`src/rtl/vram_arbiter.sv`:
```
// vram_arbiter: video/CPU VRAM arbiter with buffered CPU writes; define VRAM_ARB_FWD_EN to forward CPU reads from the write buffer
module vram_arbiter #(
  parameter int AW = 15,
  parameter int DW = 8,
  parameter int FIFO_DEPTH = 4
) (
  input  logic          clk_sys,
  input  logic          reset,
  input  logic          vid_req,
  input  logic [AW-1:0] vid_addr,
  output logic          vid_valid,
  output logic [DW-1:0] vid_dout,
  input  logic          cpu_rd_req,
  input  logic [AW-1:0] cpu_rd_addr,
  output logic          cpu_rd_valid,
  output logic [DW-1:0] cpu_rd_data,
  input  logic          cpu_wr_req,
  input  logic [AW-1:0] cpu_wr_addr,
  input  logic [DW-1:0] cpu_wr_data,
  output logic          cpu_wr_full,
  output logic          wr_ovf,
  output logic [AW-1:0] mem_addr,
  output logic          mem_we,
  output logic [DW-1:0] mem_din,
  input  logic [DW-1:0] mem_dout
);
  localparam int PW = $clog2(FIFO_DEPTH);
  localparam int CW = PW + 1;
  typedef enum logic [1:0] {IDLE, VID, CPU_RD, CPU_WR} state_t;
  state_t state, state_d;
  logic [AW-1:0] fifo_addr [FIFO_DEPTH];
  logic [DW-1:0] fifo_data [FIFO_DEPTH];
  logic [PW-1:0] rd_ptr, wr_ptr;
  logic [CW-1:0] cnt, cnt_d;
  logic hit, pend, push, pop, rd_busy;
  logic [DW-1:0] vid_hold, rd_hold, rd_now;
`ifdef VRAM_ARB_FWD_EN
  logic fwd, fwd_q, fwd_v;
  logic [DW-1:0] fwd_data, fwd_q_data, fwd_v_data;
`endif
  // search valid buffer entries oldest to newest so the last match is the newest one
  always_comb begin
    hit = 1'b0;
`ifdef VRAM_ARB_FWD_EN
    fwd_data = '0;
`endif
    for (int i = 0; i < FIFO_DEPTH; i++)
      if (CW'(i) < cnt && fifo_addr[rd_ptr + PW'(i)] == cpu_rd_addr) begin
        hit = 1'b1;
`ifdef VRAM_ARB_FWD_EN
        fwd_data = fifo_data[rd_ptr + PW'(i)];
`endif
      end
  end
  // pick this cycle's memory op: video first, then a non-hitting read, else drain the oldest write
  always_comb begin
    rd_busy = state == CPU_RD || cpu_rd_valid;
`ifdef VRAM_ARB_FWD_EN
    rd_busy = rd_busy || fwd_q;
`endif
    pend = cpu_rd_req && !rd_busy;
    push = cpu_wr_req && !cpu_wr_full;
    state_d = vid_req ? VID : (pend && !hit) ? CPU_RD : (cnt != '0) ? CPU_WR : IDLE;
    pop = state_d == CPU_WR;
    cnt_d = cnt + CW'(push) - CW'(pop);
`ifdef VRAM_ARB_FWD_EN
    fwd = pend && hit;
`endif
  end
  // read data returned this cycle, and held copies between pulses
  always_comb begin
    rd_now = mem_dout;
`ifdef VRAM_ARB_FWD_EN
    rd_now = fwd_v ? fwd_v_data : mem_dout;
`endif
    vid_dout = vid_valid ? mem_dout : vid_hold;
    cpu_rd_data = cpu_rd_valid ? rd_now : rd_hold;
  end
  // op issued last cycle; it is what the RAM is serving now
  always_ff @(posedge clk_sys or posedge reset) begin
    if (reset) state <= IDLE;
    else state <= state_d;
  end
  // registered RAM port; idle cycles leave address and data untouched
  always_ff @(posedge clk_sys or posedge reset) begin
    if (reset) begin
      mem_addr <= '0;
      mem_we <= 1'b0;
      mem_din <= '0;
    end else begin
      mem_we <= state_d == CPU_WR;
      if (state_d == VID) mem_addr <= vid_addr;
      else if (state_d == CPU_RD) mem_addr <= cpu_rd_addr;
      else if (state_d == CPU_WR) begin
        mem_addr <= fifo_addr[rd_ptr];
        mem_din <= fifo_data[rd_ptr];
      end
    end
  end
  // write buffer pointers, occupancy, full flag and sticky overflow
  always_ff @(posedge clk_sys or posedge reset) begin
    if (reset) begin
      rd_ptr <= '0;
      wr_ptr <= '0;
      cnt <= '0;
      cpu_wr_full <= 1'b0;
      wr_ovf <= 1'b0;
    end else begin
      if (push) wr_ptr <= wr_ptr + PW'(1);
      if (pop) rd_ptr <= rd_ptr + PW'(1);
      cnt <= cnt_d;
      cpu_wr_full <= cnt_d == CW'(FIFO_DEPTH);
      if (cpu_wr_req && cpu_wr_full) wr_ovf <= 1'b1;
    end
  end
  // write buffer storage; entries beyond the count are simply stale
  always_ff @(posedge clk_sys) begin
    if (push) begin
      fifo_addr[wr_ptr] <= cpu_wr_addr;
      fifo_data[wr_ptr] <= cpu_wr_data;
    end
  end
  // completion pulses two cycles after issue, plus held read results
  always_ff @(posedge clk_sys or posedge reset) begin
    if (reset) begin
      vid_valid <= 1'b0;
      cpu_rd_valid <= 1'b0;
      vid_hold <= '0;
      rd_hold <= '0;
    end else begin
      vid_valid <= state == VID;
`ifdef VRAM_ARB_FWD_EN
      cpu_rd_valid <= state == CPU_RD || fwd_q;
`else
      cpu_rd_valid <= state == CPU_RD;
`endif
      if (vid_valid) vid_hold <= mem_dout;
      if (cpu_rd_valid) rd_hold <= rd_now;
    end
  end
`ifdef VRAM_ARB_FWD_EN
  // forwarded read data rides a two-stage pipe to line up with memory-read latency
  always_ff @(posedge clk_sys or posedge reset) begin
    if (reset) begin
      fwd_q <= 1'b0;
      fwd_v <= 1'b0;
      fwd_q_data <= '0;
      fwd_v_data <= '0;
    end else begin
      fwd_q <= fwd;
      fwd_v <= fwd_q;
      fwd_q_data <= fwd_data;
      fwd_v_data <= fwd_q_data;
    end
  end
`endif
endmodule

```
`config.mk`:
```
export PLATFORM = sky130hd
export DESIGN_NAME = vram_arbiter
export DESIGN_NICKNAME = d
export VERILOG_FILES = /design/src/rtl/vram_arbiter.sv
export SDC_FILE = /design/constraint.sdc
export NUM_CORES = 1
export LEC_CHECK = 0
export CORE_UTILIZATION = 57
export CTS_BUF_LIST = sky130_fd_sc_hd__clkbuf_8
export DETAILED_ROUTE_END_ITERATION = 10
export GPL_TIMING_DRIVEN = 0
export PLACE_DENSITY = 0.94
export REMOVE_ABC_BUFFERS = 1
export SLEW_MARGIN = 20
export SYNTH_ARGS = -nofsm -noshare
export SYNTH_HDL_FRONTEND = slang
export SYNTH_SLANG_ARGS = --single-unit
export TNS_END_PERCENT = 10
```
`constraint.sdc`:
```
create_clock -name clk_sys -period 9.75 [get_ports clk_sys]
set_input_delay 1.95 -clock clk_sys [delete_from_list [all_inputs] [get_ports clk_sys]]
set_output_delay 1.95 -clock clk_sys [all_outputs]
set_load 0.01 [all_outputs]
```
# Word-level counts from Yosys, hierarchy flattened
# Memory sizes are Yosys's and may differ from the RTL's. A register that Yosys moved wholly into a read port is not among the register bits.
# Cells that the tools add are included.
# classes
n_addsub,6
n_lt_le_gt_ge,4
n_eq_ne,10
muxes,14
bitwise_logic,2
n_reduce_logical,15
# op_table
operator,n
15-bit == test,4
15-bit 2-to-1 mux,3
8-bit 2-to-1 mux,2
1-bit logical AND,8
2-bit == test (second input constant),3
1-bit by 3-bit < comparator with 1-bit output (first input constant),2
2-bit by 3-bit < comparator with 1-bit output (first input constant),2
1-bit 2-to-1 mux,6
2-bit 2-to-1 mux,3
3-bit nonzero test,2
2-bit by 1-bit adder with 2-bit output (second input constant),2
2-bit adder (second input constant),2
2-bit by 1-bit == test with 1-bit output (second input constant),2
3-bit by 1-bit adder with 3-bit output,1
3-bit == test (second input constant),1
1-bit zero test,3
3-bit AND reduction,1
3-bit by 1-bit subtractor with 3-bit output,1
1-bit NOT,2
1-bit logical OR,1
# word_totals
ff_bits,45
mem_bits_rw,92
inputBits,66
elab_cells,65
memories,2
# memory_table
name,words,width,rd,rd_ports_with_merged_regs,wr,line,rtl
fifo_addr,4,15,4,0,1,31,logic [AW-1:0] fifo_addr [FIFO_DEPTH];
fifo_data,4,8,1,1,1,32,logic [DW-1:0] fifo_data [FIFO_DEPTH];

# Longest topological paths before layout
# Gate-level depths: netlist of run 1.
# An unclocked memory read counts as a cell.
# logic_depth
depth_word,15
depth_mapped,16
ltp_nobuf,12

# Worst setup path after synthesis of run 1
# No wires, ideal clock.
# synth_path
path_type,input-to-reg
startpoint,input cpu_rd_addr[8]
endpoint,register cpu_wr_full
setup_ps,88
arrival_ps,4756
required_time_ps,9662
slack_ps,4906
cell_stages,13
path_buffers,2
path_cell_list,clkbuf_1 xnor2_1 nor4_1 and3_1 o21ai_0 o41a_1 a211oi_2 buf_6 xor2_1 ha_1 fa_1 xnor2_1 nor3b_1
# synth_via
elab_chain_cells,13
word_cells_on_any_way,19
# synth_lines
element,line,rtl
start: declaration,14,"input logic [AW-1:0] cpu_rd_addr,"
15-bit == test,48,if (CW'(i) < cnt && fifo_addr[rd_ptr + PW'(i)] == cpu_rd_addr) begin
1-bit logical AND,48,
1-bit 2-to-1 mux (3 in series),48,
1-bit 2-to-1 mux *,48,
1-bit zero test *,63,state_d = vid_req ? VID : (pend && !hit) ? CPU_RD : (cnt != '0) ? CPU_WR : IDLE;
1-bit logical AND *,63,
2-bit 2-to-1 mux * (2 in series),63,
2-bit == test *,64,pop = state_d == CPU_WR;
net pop,35,"logic hit, pend, push, pop, rd_busy;"
3-bit by 1-bit subtractor with 3-bit output *,65,cnt_d = cnt + CW'(push) - CW'(pop);
net cnt_d[2],34,"logic [CW-1:0] cnt, cnt_d;"
3-bit == test *,112,cpu_wr_full <= cnt_d == CW'(FIFO_DEPTH);
end signal: assignment,112,
end: declaration,20,"output logic cpu_wr_full,"
# The timed path passes the listed nets; every way through them passes the cells marked *.
# A chain may end at the register's enable or synchronous reset.

# Worst setup path in the final report of run 1
# layout_path
startpoint,input cpu_rd_addr[10]
endpoint,register cpu_wr_full
# layout_via
elab_chain_cells,13
word_cells_on_any_way,19
# layout_lines
element,line
15-bit == test,48
1-bit logical AND,48
1-bit 2-to-1 mux (3 in series),48
1-bit 2-to-1 mux *,48
1-bit zero test *,63
1-bit logical AND *,63
2-bit 2-to-1 mux * (2 in series),63
2-bit == test *,64
3-bit by 1-bit subtractor with 3-bit output *,65
net cnt_d[2],34
3-bit == test *,112
# Marks and branches as above.

==> flow_metrics.env, run 1 <==
export IMPL_seq_power_share=0.354
export IMPL_wire_per_inst_um=21.90
export IMPL_drv_slew=0
export IMPL_clk_latency_ps=460
export IMPL_regArea_um2=4096
export IMPL_hold_class="reg -> reg"
export IMPL_cp_max_fo=20
export IMPL_io_pins=110
export IMPL_cts_buffer_depth=2
export IMPL_root_buffer="clkbuf_8"
export IMPL_combPwrFrac=0.450
export IMPL_grt_pass1_wl_um=29260
export IMPL_rrSetupSlack_ps=4290
export IMPL_dieWidth_um=118.7
export IMPL_yosysWarnings=0
export IMPL_swShare=0.3636
export IMPL_stdcell_count=849
export IMPL_relSlewSlack=0.2316
export IMPL_rr_startpoint="rd_ptr[1]$_DFFE_PP0N_"
export IMPL_avgSynthCellArea_um2=13.47
export IMPL_fin_crit_sh=0.6458
export IMPL_dr_max_layer_used="met4"
export IMPL_netlist_area_um2=7759
export IMPL_multiInputGateArea_um2=3369
export IMPL_core_area_um2=13240
export IMPL_io_buffers=109
export IMPL_path_clk_slew_ps=80
export IMPL_drc=0
export IMPL_leakagePower_uw=0.003473
export IMPL_via_per_inst=6.102
export IMPL_num_vias=5181
export IMPL_worstMarginPinSlew_ps=1153
export IMPL_grt_pass1_vias=5211
export IMPL_setup_slack_ps=3453
export IMPL_worstHoldStart="state[0]$_DFF_PP0_"
export IMPL_layout_min_cycle_time_ps=6297
export IMPL_die_h_um=118.7
export IMPL_initial_utilization=0.5859
export IMPL_numClockSinks=145
export IMPL_syn_to_final_growth_pct=20.55
export IMPL_start_kind="input pin"
export IMPL_first_iter_violations=449
export IMPL_p_total_uw=2675
export IMPL_p_switching_uw=972.8
export IMPL_row_count=42
export IMPL_hold_violations=0
export IMPL_synth_edf_count=92
export IMPL_post_dp_hpwl_um=12920
export IMPL_htree_levels=4
export IMPL_wl_met3_um=1357
export IMPL_p_per_area_nw_per_um2=286.1
export IMPL_status="completed"
export IMPL_crit_required_ps=10090
export IMPL_fillers=901
export IMPL_placed_cells=817
export IMPL_power_internal_uw=1703
export IMPL_final_antenna_net_count=0
export IMPL_setup_viol=0
export IMPL_layout_drive_gt1_share=0.1441
export IMPL_synthCells=576
export IMPL_peakVddDrop_v=0.0002178
export IMPL_drt_pass1_iterations=5
export IMPL_gr_total_overflow=0
export IMPL_synth_distinct_cells=62
export IMPL_n_antenna_cell=0
export IMPL_cts_tree="done"
export IMPL_wl_um=18600
export IMPL_seq_area_frac_synth=0.5270
export IMPL_post_cts_setup_buffer_count=0
export IMPL_met1_length_um=7748
export IMPL_max_cap_viol_count=0
export IMPL_cts_buffers=17
export IMPL_grt_use_total=0.2824
export IMPL_clkPwrFrac=0.197
export IMPL_wl_met2_um=9088
export IMPL_finalNetCount=734
export IMPL_hold_buffers=0
export IMPL_skew_ps=17.43
export IMPL_ys_ff_latch=145
export IMPL_ctsResizeCount=0
export IMPL_place_ws_ps=2836
export IMPL_tns_ps=0
export IMPL_grt_max_degree=54
export IMPL_ys_flop_type="edfxtp_1"
export IMPL_routabilityCongestion=0.9225
export IMPL_path_class="in -> reg"
export IMPL_worstSetupStartpoint="cpu_rd_addr[10]"
export IMPL_cp_end_kind="flop"
export IMPL_die_area_um2=14080
export IMPL_ys_async_sr_fraction=0.3655
export IMPL_max_freq_ghz=0.1588
export IMPL_critPathArrivalTime_ps=6640
export IMPL_antenna_found_initial=0
export IMPL_grt_setup_unrepaired="false"
-- through the flow --
step                        util  hold WS [ps]  cell area, µm²
after floorplan                -         394.6            7497
after global placement    0.6652         401.8            8808
after detailed placement  0.6724         414.5            8905
after CTS                 0.7057         432.0            9345
after global routing      0.7063         446.6            9353
final                     0.7063         433.8            9353
-- Yosys cell counts (all sizes together), types with 5 or more instances --
library cell  number  area (µm²)
a21oi             20       103.9
dfrtp             53        1326
clkbuf            21       78.83
ha                 7       87.58
and2               9       56.30
a211oi             7       62.56
nor3               6       30.03
nor2              20       75.07
o31ai              6       45.04
buf               27       182.7
xnor2             41       359.1
nand2             18       67.56
nor2b             10       62.56
o21ai              8       40.03
nand4              6       37.54
a32o               8       80.08
inv               17       63.81
mux2              29       326.6
mux4              25       563.0
mux2i             68       688.2
and3               5       31.28
xor2              22       192.7
a32oi              8       70.07
edfxtp            92        2763
-- cell usage in the layout, fill, tap and decap left out, drive strengths merged, types with 5 or more instances in the layout --
cell,instances
and3,5
clkdlybuf4s50,108
xnor2,41
xor2,22
a32o,8
buf,5
mux2,29
nor3,6
and2,9
dfrtp,53
o31ai,6
a211oi,7
edfxtp,92
ha,7
mux4,25
inv,23
clkbuf,17
a32oi,8
nor2b,10
nand2,18
a21oi,20
o21ai,8
nor2,20
mux2i,68
nand4,6
-- state kept, by name, indices dropped and copies added, names as in the netlist --
register / cells
rd_ptr: 2
vid_hold: 8
cnt: 3
fifo_addr: 60
rd_hold: 8
cpu_rd_valid: 1
state: 2
mem_din: 8
fifo_data: 32
wr_ovf: 1
mem_addr: 15
mem_we: 1
cpu_wr_full: 1
vid_valid: 1
wr_ptr: 2
-- critical path: stages --
cell             delay [ps]
clkdlybuf4s50_1         780
xor2_1                  360
nand4_1                 150
nor4_1                  280
o21ai_0                 170
o41a_1                  870
a211oi_4                840
xor2_1                  150
ha_1                    230
fa_1                    380
xnor2_1                 170
nor3b_1                 290
-- worst paths after layout --
path	to	cells past startpoint
worst max-delay path	cpu_wr_full$_DFF_PP0_	12
worst min-delay path	cpu_rd_valid$_DFF_PP0_	1
worst max register to register	cpu_wr_full$_DFF_PP0_	13
worst min register to register	cpu_rd_valid$_DFF_PP0_	1
max in group asynchronous	rd_ptr[0]$_DFFE_PP0N_	2
min in group asynchronous	mem_addr[9]$_DFFE_PP0P_	2
-- layer usage --
metal / global-route usage / vias up
li1: - / 2338
met1: 0.3803 / 2596
met2: 0.4412 / 216
met3: 0.06805 / 31
met4: 0.1163 / 0
met5: 0 / -
-- kinds of logic (layout without fill, tap and decap cells) --
kind of cell / count (synthesis) / count (layout) / share of synthesized area
XOR/XNOR: 63 / 63 / 0.07112
AO/OA/AOI/OAI: 87 / 87 / 0.08676
multiplexers: 122 / 122 / 0.2034
AND/OR/NAND/NOR: 86 / 86 / 0.05596
buffers and inverters: 65 / 162 / 0.04193
adder cells (fa/ha/maj): 8 / 8 / 0.01387
flip-flops: 145 / 145 / 0.5270
-- area by class of cell --
class	count	area share
clock buffer	17	0.02502
clock inverter	15	0.02207
inverter	17	0.007090
multi-input combinational	366	0.3603
sequential	145	0.4380
tap	176	0.02355
timing repair buffer	113	0.1240
-- power by group through the flow --
stage	Clock, µW	Sequential, µW	Combinational (µW)
floorplan	0	995	746
global placement	0	1020	1110
detailed placement	0	958	1200
CTS	534	946	1200
global route	560	964	1290
finish	527	946	1200
(Power assumes the default switching activity.)
==> inputs of run 2 (changes only) <==
CORE_UTILIZATION = 51   (was 57)
PLACE_DENSITY = 0.89   (was 0.94)
clock period = 5.14 ns   (was 9.75 ns; I/O delays follow)
==> run 2 against run 1 <==
  * The run now ends with design-rule violations left
  * Clock power grew 69%
  * Core utilization shrank 7.0 points
  * Via count grew 0.19%
  * Final cell count grew 1.4%
  * Global-route usage shrank 3.1 points
  * Design area is essentially flat
  * Sequential power grew 91%
  * Register-to-register slack lost 3900 ps
  * Clock skew shrank 2.6 ps
  * Hold slack lost 12 ps
  * Setup slack lost 3100 ps
  * Critical path depth is the same
  * Highest routed layer unchanged
==> flow_metrics.env, run 2 (synthesized netlist as in run 1, its figures left out) <==
export IMPL_setup_viol=0
export IMPL_htree_levels=4
export IMPL_drt_pass1_iterations=9
export IMPL_power_internal_uw=3108
export IMPL_path_delay_family="compound AO/OA/AOI/OAI gates"
export IMPL_leakagePower_uw=0.003471
export IMPL_antenna_found_initial=0
export IMPL_row_count=44
export IMPL_initial_utilization=0.5278
export IMPL_post_dp_hpwl_um=13370
export IMPL_finalHoldWorstSlack_ps=421.6
export IMPL_min_path_cells=1
export IMPL_path_buf_inv=1
export IMPL_grt_max_degree=42
export IMPL_setup_slack_ps=330.4
export IMPL_syn_to_final_growth_pct=20.50
export IMPL_routabilityCongestion=0.8846
export IMPL_critPathArrivalTime_ps=5180
export IMPL_path_class="in -> reg"
export IMPL_finish_utilization=0.6360
export IMPL_clk_latency_ps=460
export IMPL_n_antenna_cell=0
export IMPL_die_h_um=125.3
export IMPL_p_per_area_nw_per_um2=533.2
export IMPL_status="complete, but fails checks"
export IMPL_cp_end_kind="flop"
export IMPL_drc=13
export IMPL_seq_power_share=0.363
export IMPL_reg2reg_depth=13
export IMPL_hold_violations=0
export IMPL_cpMaxStageDelayCell="o41a_1"
export IMPL_drv_slew=0
export IMPL_first_iter_violations=480
export IMPL_grt_use_total=0.2510
export IMPL_met1_length_um=8089
export IMPL_wl_met2_um=9064
export IMPL_io_pins=110
export IMPL_cpMostUsedCell="xor2_1"
export IMPL_numClockSinks=145
export IMPL_p_total_uw=4985
export IMPL_via_per_inst=6.029
export IMPL_dieWidth_um=125.3
export IMPL_cts_buffer_depth=2
export IMPL_path_clk_slew_ps=80
export IMPL_wire_per_inst_um=22.02
export IMPL_root_buffer="clkbuf_8"
export IMPL_place_ws_ps=-701.3
export IMPL_relSlewSlack=0.3370
export IMPL_core_area_um2=14700
export IMPL_die_area_um2=15710
export IMPL_final_cell_mix="108 x clkdlybuf4s50_1, 92 x edfxtp_1, 66 x mux2i_1"
export IMPL_dr_max_layer_used="met4"
export IMPL_worstPathCellList="clkdlybuf4s50_1, xor2_1, nand4_1, nor4_1, o21ai_0, o41a_1, a211oi_4, xor2_1, ha_1, fa_1, xnor2_1, nor3b_1"
export IMPL_largest_reg_flops=60
export IMPL_grt_pass1_wl_um=29500
export IMPL_layout_min_cycle_time_ps=4810
export IMPL_start_kind="input pin"
export IMPL_clkPwrFrac=0.179
export IMPL_skew_ps=14.82
export IMPL_finalNetCount=738
export IMPL_final_antenna_net_count=0
export IMPL_cp_max_fo=20
export IMPL_worstMarginPinSlew_ps=994.4
export IMPL_swShare=0.3765
export IMPL_cpPeakStageDelay_ps=810
export IMPL_cp_depth=12
export IMPL_crit_required_ps=5510
export IMPL_mostFrequentLayoutCell="clkdlybuf4s50_1"
export IMPL_finalInstanceArea_um2=9349
export IMPL_combPwrFrac=0.458
export IMPL_max_cap_viol_count=0
export IMPL_cts_tree="done"
export IMPL_grt_setup_unrepaired="false"
export IMPL_io_buffers=109
export IMPL_regMostFlops="fifo_addr"
export IMPL_cts_buffers=17
export IMPL_wl_um=18960
export IMPL_num_vias=5191
export IMPL_dpl_cell_area_um2=8929
export IMPL_max_freq_ghz=0.2079
export IMPL_gr_total_overflow=0
export IMPL_largestRegisters="fifo_addr x60, fifo_data x32, mem_addr x15"
export IMPL_wl_met3_um=1354
export IMPL_hold_class="reg -> reg"
export IMPL_grt_pass1_vias=5300
export IMPL_peakVddDrop_v=0.0003142
export IMPL_layout_drive_gt1_share=0.1507
export IMPL_failed_checks="design-rule violations"
export IMPL_p_switching_uw=1877
export IMPL_fin_crit_sh=0.9357
[run 2: changes by cell type in the layout (fill, tap and decap cells not counted)]
cell	change
buf_12	+2
clkinv_1	-1
inv_2	+1
inv_4	-1
buf_6	+1
inv_6	+1
clkinvlp_4	+1
bufinv_16	-3
clkinv_4	-1
buf_16	-1
inv_8	+2
buf_4	+2
clkbuf_8	+1
[run 2: final cells by class]
cell class	instances	area, µm²
fill	1118	5350
inverter	17	63.81
tap	184	230.2
sequential	145	4096
multi-input combinational	366	3369
timing repair buffer	117	1199
clock inverter	14	142.6
clock buffer	18	247.7
[run 2: layer usage]
layer	track usage	vias up
li1	-	2351
met1	0.3338	2580
met2	0.4026	222
met3	0.05777	38
met4	0.09613	0
met5	0	-
[run 2: power by group through the flow]
stage | registers, µW | clock network, µW | logic (µW)
3_3_place_gp | 1930 | 0 | 2110
2_1_floorplan | 1890 | 0 | 1410
5_1_grt | 1840 | 962 | 2440
4_1_cts | 1810 | 909 | 2280
6_report | 1810 | 893 | 2280
3_5_place_dp | 1830 | 0 | 2260
[run 2: per-stage QoR]
step                      TNS, ps  instances
final                           0        861
after global routing            0        861
after CTS                       0        858
after detailed placement    -1665        826
after global placement     -53080        821
after floorplan             -5848        528
[run 2: path summary, 6_finish.rpt]
kind	endpoint	slack [ps]	start
min in group asynchronous	mem_din[1]$_DFFE_PP0P_	980	reset
setup / recovery	cpu_wr_full$_DFF_PP0_	330	cpu_rd_addr[10]
hold / removal	vid_valid$_DFF_PP0_	420	state[1]$_DFF_PP0_
hold reg to reg	vid_valid$_DFF_PP0_	420	state[1]$_DFF_PP0_
setup reg to reg	cpu_wr_full$_DFF_PP0_	390	rd_ptr[1]$_DFFE_PP0N_
max in group asynchronous	rd_ptr[0]$_DFFE_PP0N_	3570	reset
[run 2: repair_timing]
item | CTS | global route
buffers inserted | 0 | 3
setup endpoints to repair | 3 | 3
hold buffers | 0 | 0
gates resized for setup | 1 | 0
pin swaps | 1 | 1
==> RTL edit, RTL diff (settings of run 2) <==
The parameter `AW` goes from 15 to 16.
--- a/src/rtl/vram_arbiter.sv
+++ b/src/rtl/vram_arbiter.sv
@@ -1,5 +1,5 @@
 // vram_arbiter: video/CPU VRAM arbiter with buffered CPU writes; define VRAM_ARB_FWD_EN to forward CPU reads from the write buffer
 module vram_arbiter #(
-  parameter int AW = 15,
+  parameter int AW = 16,
   parameter int DW = 8,
   parameter int FIFO_DEPTH = 4
Ports: changed (resized cpu_rd_addr, cpu_wr_addr, mem_addr and vid_addr); port bits go from 110 to 114. No check against the original RTL was run, so the function may have changed too.
==> RTL edit against run 2 <==
  * Routed wire length fell by 4.9%
  * Utilization fell by 0.40 points
  * Total power rose by 4.6%
  * Area after synthesis rose by 3.5%
  * Via count fell by 4.0%
  * Combinational power rose by 8%
  * Sequential cell count rose by 5
  * Worst setup slack got worse by 0.040 ns
  * Die area rose by 3.4%
  * Cell area rose by 3.2%
  * Register-to-register slack got worse by 0.099 ns
  * First-iteration DRC count fell by 34%
  * Critical path depth rose by 1
  * Critical path type is now flop to flop
==> RTL edit: results (changes against run 2) <==
** Worst hold path
- The worst hold path belongs to the class flop to flop.

** Cells and area
- From synthesis to final layout, the design area changed by 20.10%.
- The share of layout cells above drive strength 1 came to 0.2047 (+0.05406).
- The largest registers in the layout are fifo_addr x64, fifo_data x32, mem_addr x16.
- The final-layout fill cell count came to 1109 (-0.81%).
- The number of nets at the end of the flow came to 699 (-5.3%).
- Total inserted antenna cells :: 0 (unchanged)

** Detailed routing
- Vias post-DR :: 4985 (-4.0%)
- Iter 0 DRT Violations :: 315 (-34%)
- Initial DRT Pass Iterations :: 4 (-5)
- Total wire length after detailed routing :: 18.03 mm (-4.9%)

** Global routing
- Global-route wire length before repair :: 28.03 mm (-5.0%)
- The pin count of the biggest net entering global routing was 55 (+31%).
- Initial antenna violation count :: 0 (unchanged)
- The aggregate global-route resource usage is 0.2348 (-0.01615).
- Number of global-route vias before repair :: 5179 (-2.3%)

** Placement
- Placed cell areas :: 9259 um2 (+3.7%)
- Routability-driven placement congestion ratio :: 0.8593 (-2.9%)
- Post-placement setup slack :: 0.05338 ns (+0.7546 ns)
- The detailed placement HPWL was 12.22 mm (-8.7%).
- The count of buffers inserted at the top-level ports came to 113 (+3.7%).

** Clocking
- Number of gates given a new drive strength after cts :: 0 (-1)
- Worst-skew pair later-pin latency :: around 0.47 ns
- Library cell used as clock root buffer :: sky130_fd_sc_hd__clkbuf_8
- Post-CTS setup buffer count :: 0 (unchanged)
- The maximum buffer depth of the clock tree is 2 (unchanged).

** Power
- Max VDD drop :: 329.5 uV (+4.9%)
- Leakage Power :: 3.520 nW (+1.4%)

** Logic synthesis
- The number of warnings issued by yosys was 0 (unchanged).
- The number of synthesized flops with an enable pin came to 96 (+4.3%).
- For this run, the leading register cell type out of synthesis is sky130_fd_sc_hd__edfxtp_1.
- Async set-reset flop share out of synthesis :: 0.3600 (-0.005517)
- Top post-synthesis cells by count :: sky130_fd_sc_hd__edfxtp_1 (96), sky130_fd_sc_hd__mux4_2 (55), sky130_fd_sc_hd__dfrtp_1 (54), sky130_fd_sc_hd__mux2i_1 (47), sky130_fd_sc_hd__xnor2_1 (37)
- The share of synthesized area occupied by flip-flops and latches was 0.5273 (about the same).
- Area contributors post-synth :: sky130_fd_sc_hd__edfxtp_1 (36%), sky130_fd_sc_hd__dfrtp_1 (17%), sky130_fd_sc_hd__mux4_2 (15%)
- Distinct cell type count of the synthesized netlist :: 40 (-35%)

** Timing
- The clock skew after layout came to 0.01748 ns (+0.002652 ns).
- Pin slew with the least headroom to its limit :: 1.017 ns (+0.02209 ns)

** Setup path
- The path depth of the worst reg2reg path was 13 (unchanged).
- The worst endpoint data arrival time was 5.19 ns (about the same).
- The largest fanout on the critical path was 44 (+120%).

** Status
- The run finished with clean final reports.
## RTL edit: path summary, 6_finish.rpt
check / from / endpoint / slack, ns
setup / recovery: rd_ptr[1] / cpu_wr_full / 0.29
max in group asynchronous: reset / rd_ptr[0] / 3.55
hold / removal: state[1] / vid_valid / 0.43
min in group asynchronous: reset / vid_hold[3] / 1.04
hold reg to reg: state[1] / vid_valid / 0.43
setup reg to reg: rd_ptr[1] / cpu_wr_full / 0.29
## RTL edit: area by class of cell
cell class / count / share of cell area
sequential: 150 / 0.4398
inverter: 8 / 0.003373
tap: 211 / 0.02737
clock inverter: 15 / 0.01362
timing repair buffer: 116 / 0.1245
multi-input combinational: 329 / 0.3670
clock buffer: 17 / 0.02426
## RTL edit: layer usage
layer	GRT usage	part of all wire
met5	0	0
met4	0.09174	0.025
met3	0.06240	0.077
met2	0.4188	0.52
met1	0.2692	0.38
## RTL edit: cells by family (layout without fill, tap and decap cells)
logic type | count (synthesis) | in the layout | share of synthesized area
DFF | 150 | 150 | 0.5273
muxes | 130 | 130 | 0.2549
and+or+nand+nor | 93 | 93 | 0.06482
xor gates and xnor gates | 73 | 73 | 0.07962
buffers and inverters | 52 | 156 | 0.03334
AOI/OAI and AO/OA | 25 | 25 | 0.02664
adders and majority gates | 8 | 8 | 0.01340
## RTL edit: critical path: stages (launching register included)
cell and delay (ns):
sky130_fd_sc_hd__dfrtp_4 0.80, sky130_fd_sc_hd__buf_16 0.31, sky130_fd_sc_hd__mux4_2 0.55, sky130_fd_sc_hd__xnor2_1 0.23
sky130_fd_sc_hd__nand4_1 0.17, sky130_fd_sc_hd__nor4_1 0.30, sky130_fd_sc_hd__a31oi_1 0.12, sky130_fd_sc_hd__and4_4 0.32
sky130_fd_sc_hd__or3_4 0.54, sky130_fd_sc_hd__xnor2_1 0.18, sky130_fd_sc_hd__ha_1 0.22, sky130_fd_sc_hd__fa_1 0.38
sky130_fd_sc_hd__xnor2_1 0.18, sky130_fd_sc_hd__nor3b_1 0.37
## RTL edit: stage by stage
stage	setup TNS [ns]	cells
after CTS	0	845
after global routing	0	846
after detailed placement	0	813
after global placement	-40.88	811
after floorplan	-2.997	487
final	0	846
## RTL edit: where the power goes
| group | switching [mW] | internal, mW |
|---|---|---|
| logic | 1.11 | 1.35 |
| registers | 0.277 | 1.63 |
| clock network | 0.464 | 0.385 |
| total | 1.85 | 3.36 |
